==> config.mk <==
export PLATFORM = sky130hd
export DESIGN_NAME = demux_1_n_stream
export DESIGN_NICKNAME = d
export VERILOG_FILES = /design/src/rtl/demux_pkg.sv /design/src/rtl/demux_slot.sv /design/src/rtl/demux_1_n_stream.sv
export SDC_FILE = /design/constraint.sdc
export NUM_CORES = 1
export LEC_CHECK = 0
export CAP_MARGIN = 20
export CORE_MARGIN = 2
export CORE_UTILIZATION = 45
export CTS_BUF_LIST = sky130_fd_sc_hd__clkbuf_4 sky130_fd_sc_hd__clkbuf_8
export CTS_CLUSTER_SIZE = 25
export DETAILED_ROUTE_END_ITERATION = 8
export GPL_ROUTABILITY_DRIVEN = 0
export MAX_ROUTING_LAYER = met4
export PLACE_DENSITY = 0.79
export SETUP_SLACK_MARGIN = 0.05
export SLEW_MARGIN = 20
export SYNTH_ARGS = -nofsm -noshare
export SYNTH_HDL_FRONTEND = slang
export SYNTH_HIERARCHICAL = 1
export SYNTH_SLANG_ARGS = --single-unit
==> constraint.sdc <==
create_clock -name clk -period 3.4 [get_ports clk]
set_input_delay 0.34 -clock clk [delete_from_list [all_inputs] [get_ports clk]]
set_output_delay 0.34 -clock clk [all_outputs]
set_load 0.02 [all_outputs]
==> src/rtl/demux_pkg.sv <==
// Shared constants and slot state encoding for the 1:N stream demux.
package demux_pkg;
  localparam int DROP_CNT_W = 8;
  localparam logic [DROP_CNT_W-1:0] DROP_CNT_MAX = 8'hFF;

  typedef enum logic {
    SLOT_EMPTY = 1'b0,
    SLOT_FULL  = 1'b1
  } slot_state_e;
endpackage

==> src/rtl/demux_slot.sv <==
// One-entry holding register for a single demux output channel.
module demux_slot
  import demux_pkg::*;
#(
  parameter int WIDTH = 8
) (
  input  logic             clk,
  input  logic             rst_n,
  input  logic             load,
  input  logic [WIDTH-1:0] d,
  input  logic             drain,
  output logic             valid,
  output logic [WIDTH-1:0] q
);

  slot_state_e state;

  always_ff @(posedge clk or negedge rst_n) begin
    if (!rst_n) begin
      state <= SLOT_EMPTY;
      q     <= '0;
    end else begin
      case (state)
        SLOT_EMPTY: if (load) state <= SLOT_FULL;
        SLOT_FULL:  if (drain && !load) state <= SLOT_EMPTY;
        default:    state <= SLOT_EMPTY;
      endcase
      // q is only ever overwritten by a load, so it keeps its value while empty
      if (load) q <= d;
    end
  end

  assign valid = (state == SLOT_FULL);

endmodule

==> src/rtl/demux_1_n_stream.sv <==
// 1:N valid/ready stream demux with per-channel holding registers.
// Optional broadcast port i_bcast is enabled by defining DEMUX_BCAST_EN.
module demux_1_n_stream
  import demux_pkg::*;
#(
  parameter  int WIDTH = 8,
  parameter  int N     = 4,
  localparam int SEL_W = $clog2(N)
) (
  input  logic                  clk,
  input  logic                  rst_n,
  input  logic [WIDTH-1:0]      i_data,
  input  logic [SEL_W-1:0]      i_sel,
  input  logic                  i_valid,
`ifdef DEMUX_BCAST_EN
  input  logic                  i_bcast,
`endif
  output logic                  i_ready,
  output logic [N*WIDTH-1:0]    o_data,
  output logic [N-1:0]          o_valid,
  input  logic [N-1:0]          o_ready,
  output logic [DROP_CNT_W-1:0] drop_cnt
);

  logic [N-1:0] sel_hit;
  logic [N-1:0] load_vec;
  logic         in_range;
  logic         uni_ready;
  logic         accept;
  logic         drop;

  always_comb begin
    sel_hit = '0;
    for (int unsigned k = 0; k < N; k++) begin
      sel_hit[k] = (i_sel == SEL_W'(k));
    end
  end

  // Out-of-range selects are always accepted so they can be discarded and counted
  assign in_range  = |sel_hit;
  assign uni_ready = ~in_range | (|(sel_hit & (~o_valid | o_ready)));
  assign accept    = i_valid & i_ready;

`ifdef DEMUX_BCAST_EN
  assign i_ready  = i_bcast ? (&(~o_valid | o_ready)) : uni_ready;
  assign load_vec = accept ? (i_bcast ? '1 : sel_hit) : '0;
  assign drop     = accept & ~i_bcast & ~in_range;
`else
  assign i_ready  = uni_ready;
  assign load_vec = accept ? sel_hit : '0;
  assign drop     = accept & ~in_range;
`endif

  for (genvar k = 0; k < N; k++) begin : g_slot
    demux_slot #(.WIDTH(WIDTH)) u_slot (
      .clk   (clk),
      .rst_n (rst_n),
      .load  (load_vec[k]),
      .d     (i_data),
      .drain (o_ready[k]),
      .valid (o_valid[k]),
      .q     (o_data[k*WIDTH +: WIDTH])
    );
  end

  always_ff @(posedge clk or negedge rst_n) begin
    if (!rst_n) begin
      drop_cnt <= '0;
    end else if (drop && (drop_cnt != DROP_CNT_MAX)) begin
      drop_cnt <= drop_cnt + 1'b1;
    end
  end

endmodule

* Word level (Yosys, flattened, before mapping)
Index checks and enable logic that the tools add are counted.
** Word-level totals
- Bits in registers :: 44
** Operators by class
- Add/sub/neg operators :: 1
- Eq/ne operators :: 4
- Muxes and demuxes :: 13
- Bitwise gates (word level) :: 11
- Reduce and logical (&&, ||, !) cells :: 12
** Operator list (count)
- 8-bit by 1-bit adder with 8-bit output (second input constant) :: 1
- 1-bit two-way mux :: 8
- 8-bit inequality test (second input constant) :: 1
- 1-bit case mux with 2 select lines :: 4
- 4-bit OR reduction :: 2
- 1-bit logical AND :: 5
- 1-bit NOT :: 5
- 4-bit bitwise AND :: 1
- 2-bit equality test (second input constant) :: 2
- 1-bit zero test :: 4
- 4-bit two-way mux :: 1
- 4-bit NOT :: 1
- 4-bit bitwise OR :: 1
- 1-bit bitwise AND :: 2
- 2-bit by 1-bit equality test with 1-bit output (second input constant) :: 1
- 2-bit zero test :: 1
- 1-bit bitwise OR :: 1

* Depth between registers and ports, before layout
- Depth in word-level cells :: 11
- Depth in mapped cells :: 4
- Mapped depth without buffers :: 3

* Modules after synthesis
The synthesis kept the hierarchy.
** Modules (own cells, without submodules)
- demux_slot :: instances 4, cells an instance 20, area each 369.1 um^2, seq. area each 225.2 um^2
- demux_1_n_stream :: instances 1, cells an instance 25, area each 332.8 um^2, seq. area each 200.2 um^2

* Worst setup path before layout
Ideal clock, no wire load.
- Path kind :: register to output
- Start :: reg g_slot[3].u_slot.state
- End :: out i_ready
- Arrival time :: 1.085 ns
- Required time :: 3.060 ns
- Slack :: 1.975 ns
- Stages on the path, launching flop included :: 3
- Buffers on the path :: 0
- Path through :: dfrtp_1 > nand2b_4 > mux4_2
** Between the ends
- Word-level cells in the longest chain between the ends :: 5
** Ends and longest elaborated chain
- start, declared :: line demux_slot.sv:16 : slot_state_e state;
- start signal, assigned :: line demux_slot.sv:20 : state <= SLOT_EMPTY;
- start signal, assigned :: line demux_slot.sv:24 : SLOT_EMPTY: if (load) state <= SLOT_FULL;
- start signal, assigned :: line demux_slot.sv:25 : SLOT_FULL: if (drain && !load) state <= SLOT_EMPTY;
- 4-bit NOT :: line demux_1_n_stream.sv:41 : assign uni_ready = ~in_range | (|(sel_hit & (~o_valid | o_ready)));
- 4-bit bitwise OR :: line demux_1_n_stream.sv:41
- 4-bit bitwise AND :: line demux_1_n_stream.sv:41
- 4-bit OR reduction :: line demux_1_n_stream.sv:41
- 1-bit bitwise OR :: line demux_1_n_stream.sv:41
- end, declared :: line demux_1_n_stream.sv:18 : output logic i_ready,
No other way between the ends.

* Final worst setup path
- Start :: in i_sel[0]
- End :: out i_ready
** Between the ends
- Word-level cells in the longest chain between the ends :: 4
** Ends and longest elaborated chain
- start, declared :: line demux_1_n_stream.sv:13 : input logic [SEL_W-1:0] i_sel,
- 2-bit by 1-bit equality test with 1-bit output (tied with other cells) :: line demux_1_n_stream.sv:35 : sel_hit[k] = (i_sel == SEL_W'(k));
- 4-bit bitwise AND or 4-bit OR reduction (tied branches) :: line demux_1_n_stream.sv:41, demux_1_n_stream.sv:40
- 4-bit OR reduction or 1-bit NOT (tied branches) :: line demux_1_n_stream.sv:41
- 1-bit bitwise OR * :: line demux_1_n_stream.sv:41
Mark *: on every way between the ends. The rest lies on a longest branch, timed or not.

==> summary.md <==
| Metric | Value |
|---|---|
| First drt pass iteration count | `4` |
| Post-synthesis sequential area ratio | `0.609` |
| Post-CTS Resized | `0` |
| First-pass GRT wire length | `around 5700 µm` |
| Synth unique cells | `12` |
| Remaining DRCs | `0` |
| Final net count | `178` |
| Worst Path Required | `3060 ps` |
| Area growth, synth to finish | `39.8%` |
| Fin util | `0.641` |
| Via count | `1032` |
| Reg power frac | `0.434` |
| Worst Setup Path Type | `primary input to output pin` |
| Die footprint | `4540 µm²` |
| Largest net degree at the start of global routing | `45` |
| Die Ht | `roughly 67 µm` |
| Post-Synthesis Net Count | `122` |
| Gr usage total | `0.182` |
| Crit path launch type | `primary input` |
| Int Power | `~1100 µW` |
| # clock sinks | `44` |
| Starting Density | `0.459` |
| CORE AREA | `3940 µm²` |
| Crit path max fanout | `5` |
| Slew HR | `0.368` |
| Setup TNS | `0 ps` |
| Leakage | `0.00116 µW` |
| Max-cap violations | `0` |
| Hold crit path type | `primary input to asynchronous set/reset pin` |
| Layout Skew | `3.88 ps` |
| Dpl cells | `204` |
| Clk_lat worst skew | `290 ps` |
| Syn Inst Count | `105` |
| Clk pin slew, worst setup/hold paths | `80 ps` |
| Share of cells above drive strength 1 | `0.309` |
| Final Instance Area | `2530 µm²` |
| #FFs+latches synth | `44` |
| Pwr dens | `602 nW/µm²` |
| Wire length per cell | `16.7 µm` |
| GR Overflow Total | `0` |
| Die W | `approximately 67 µm` |
| Logic pwr share | `0.308` |
| Clock Power Share | `0.257` |
| Mapped Avg Cell Area | `17.2 µm²` |
| Post-DP HPWL | `2490 µm` |
| Finish-stage setup viols | `0` |
| Reg2reg path depth | `3` |
| RSZ-0062 raised after global routing | `false` |
| Critical Path AT | `2050 ps` |
| CTS Hold Bufs | `0` |
| CTS tree | `yes` |
| Final cycle utilization of the critical path | `0.704` |
| Worst r2r dst | `g_slot[0].u_slot/q[1]` |
| Placed Area | `between 2000 and 2500 µm²` |
| CTS root buf | `clkbuf_8` |
| Post-CTS setup buffer count | `0` |
| Fin crit period | `2390 ps` |
| Detailed-route wire length | `3540 µm` |
| Io pins | `62` |
| Buffers added on ports | `61` |
| Via density per instance | `a little under 5` |
| Diodes inserted | `0` |
| Worst R2R Start | `g_slot[0].u_slot/valid` |
| CTS H-tree depth | `2` |
| Clock buffer count from CTS | `5` |
| Outcome | `finished, final reports clean` |
| Final hold vios | `0` |
| Max Fclk | `around 420 MHz` |
| Sw frac | `0.280` |
| CTS Buffer Depth | `2` |
| Vias in the first global route | `1113` |
| Max-slew violation count | `0` |
| Reg-to-reg slack, setup | `between 1500 and 2000 ps` |
| Syn Std Cell Area | `1810 µm²` |
| Worst slew pin tran | `946 ps` |
| Initial antenna violation count | `0` |
| Overall Power | `1520 µW` |
| ANT nets after route | `0` |
| Net Sw Power | `around 430 µW` |
| Non-Filler Instances | `212` |
| Initial DRC Count | `36` |
| Maximum VDD drop | `0.301 mV` |
| CP Capture Type | `output pin` |
| Number of cell rows | `23` |
| Warnings, synthesis | `6` |
==> layer usage <==
layer / GRT usage / wire (µm) / share of wire
met5: - / 0 / 0
met1: 0.239 / 1590 / 0.45
met4: 0.0383 / 26 / 0.0073
met3: 0.0750 / 305 / 0.086
met2: 0.267 / 1620 / 0.46
==> flip-flops by register name, indices dropped and copies added (netlist names) <==
register and count:
drop_cnt 8, g_slot.u_slot/q 32, g_slot.u_slot/valid 4
==> cell families after synthesis <==
family                 share of synthesized area
DFF                                        0.609
muxes                                      0.278
buffers and inverters                     0.0498
and+or+nand+nor                           0.0443
AOI/OAI and AO/OA                         0.0194
==> cells in the mapped netlist (all sizes together) <==
cell type	instances	area, µm²
mux4	1	22.5
inv	4	15.0
dfrtp	44	1100
nor4bb	1	10.0
buf	4	45.0
and4	1	10.0
and4b	2	20.0
nand2b	4	40.0
mux2	32	480
a21o	4	35.0
clkbuf	8	30.0
==> final cells by class <==
cell class / instances / area (µm²)
fillers: 278 / 1410
clock buffers: 5 / 68.8
multi-input cells: 45 / 633
inverters: 4 / 15.0
repair buffers: 61 / 606
well taps: 50 / 62.6
clock inverters: 3 / 42.5
flip-flops and latches: 44 / 1100
==> layout by cell type (no fill, tap or decap) <==
cell             instances
bufinv_16                1
inv_1                    4
a21o_2                   4
clkinv_2                 1
buf_2                    1
dfrtp_1                 44
clkinvlp_4               1
nand2b_4                 2
clkdlybuf4s50_1         60
mux2_4                  32
nand2b_1                 2
mux4_2                   1
clkbuf_8                 5
and4b_1                  2
and4_2                   1
nor4bb_4                 1
==> worst max-delay path, stage by stage <==
cell and delay [ps]:
clkdlybuf4s50_1 610, mux4_2 550, clkdlybuf4s50_1 550
==> power groups by stage <==
stage                     clock, µW  combinational [µW]  sequential [µW]
after detailed placement          0                 474              669
after floorplan                   0                 142              767
after global routing            431                 495              672
after CTS                       401                 475              662
final                           392                 470              661
after global placement            0                 466              665
==> worst max path at each step <==
stage                                 startpoint  cells past startpoint      end
after floorplan           g_slot[3].u_slot/valid                      2  i_ready
after global placement                  i_sel[0]                      3  i_ready
after detailed placement                i_sel[0]                      3  i_ready
after CTS                               i_sel[0]                      3  i_ready
after global routing                    i_sel[0]                      3  i_ready
final                                   i_sel[0]                      3  i_ready
==> stage by stage <==
| step | hold WS [ps] | setup WS [ps] |
|---|---|---|
| finish | 183 | 1010 |
| global route | 251 | 974 |
| CTS | 220 | 1010 |
| detailed placement | 364 | 1020 |
| global placement | 364 | 1060 |
| floorplan | 44.4 | 1980 |
(Power assumes the default switching activity.)
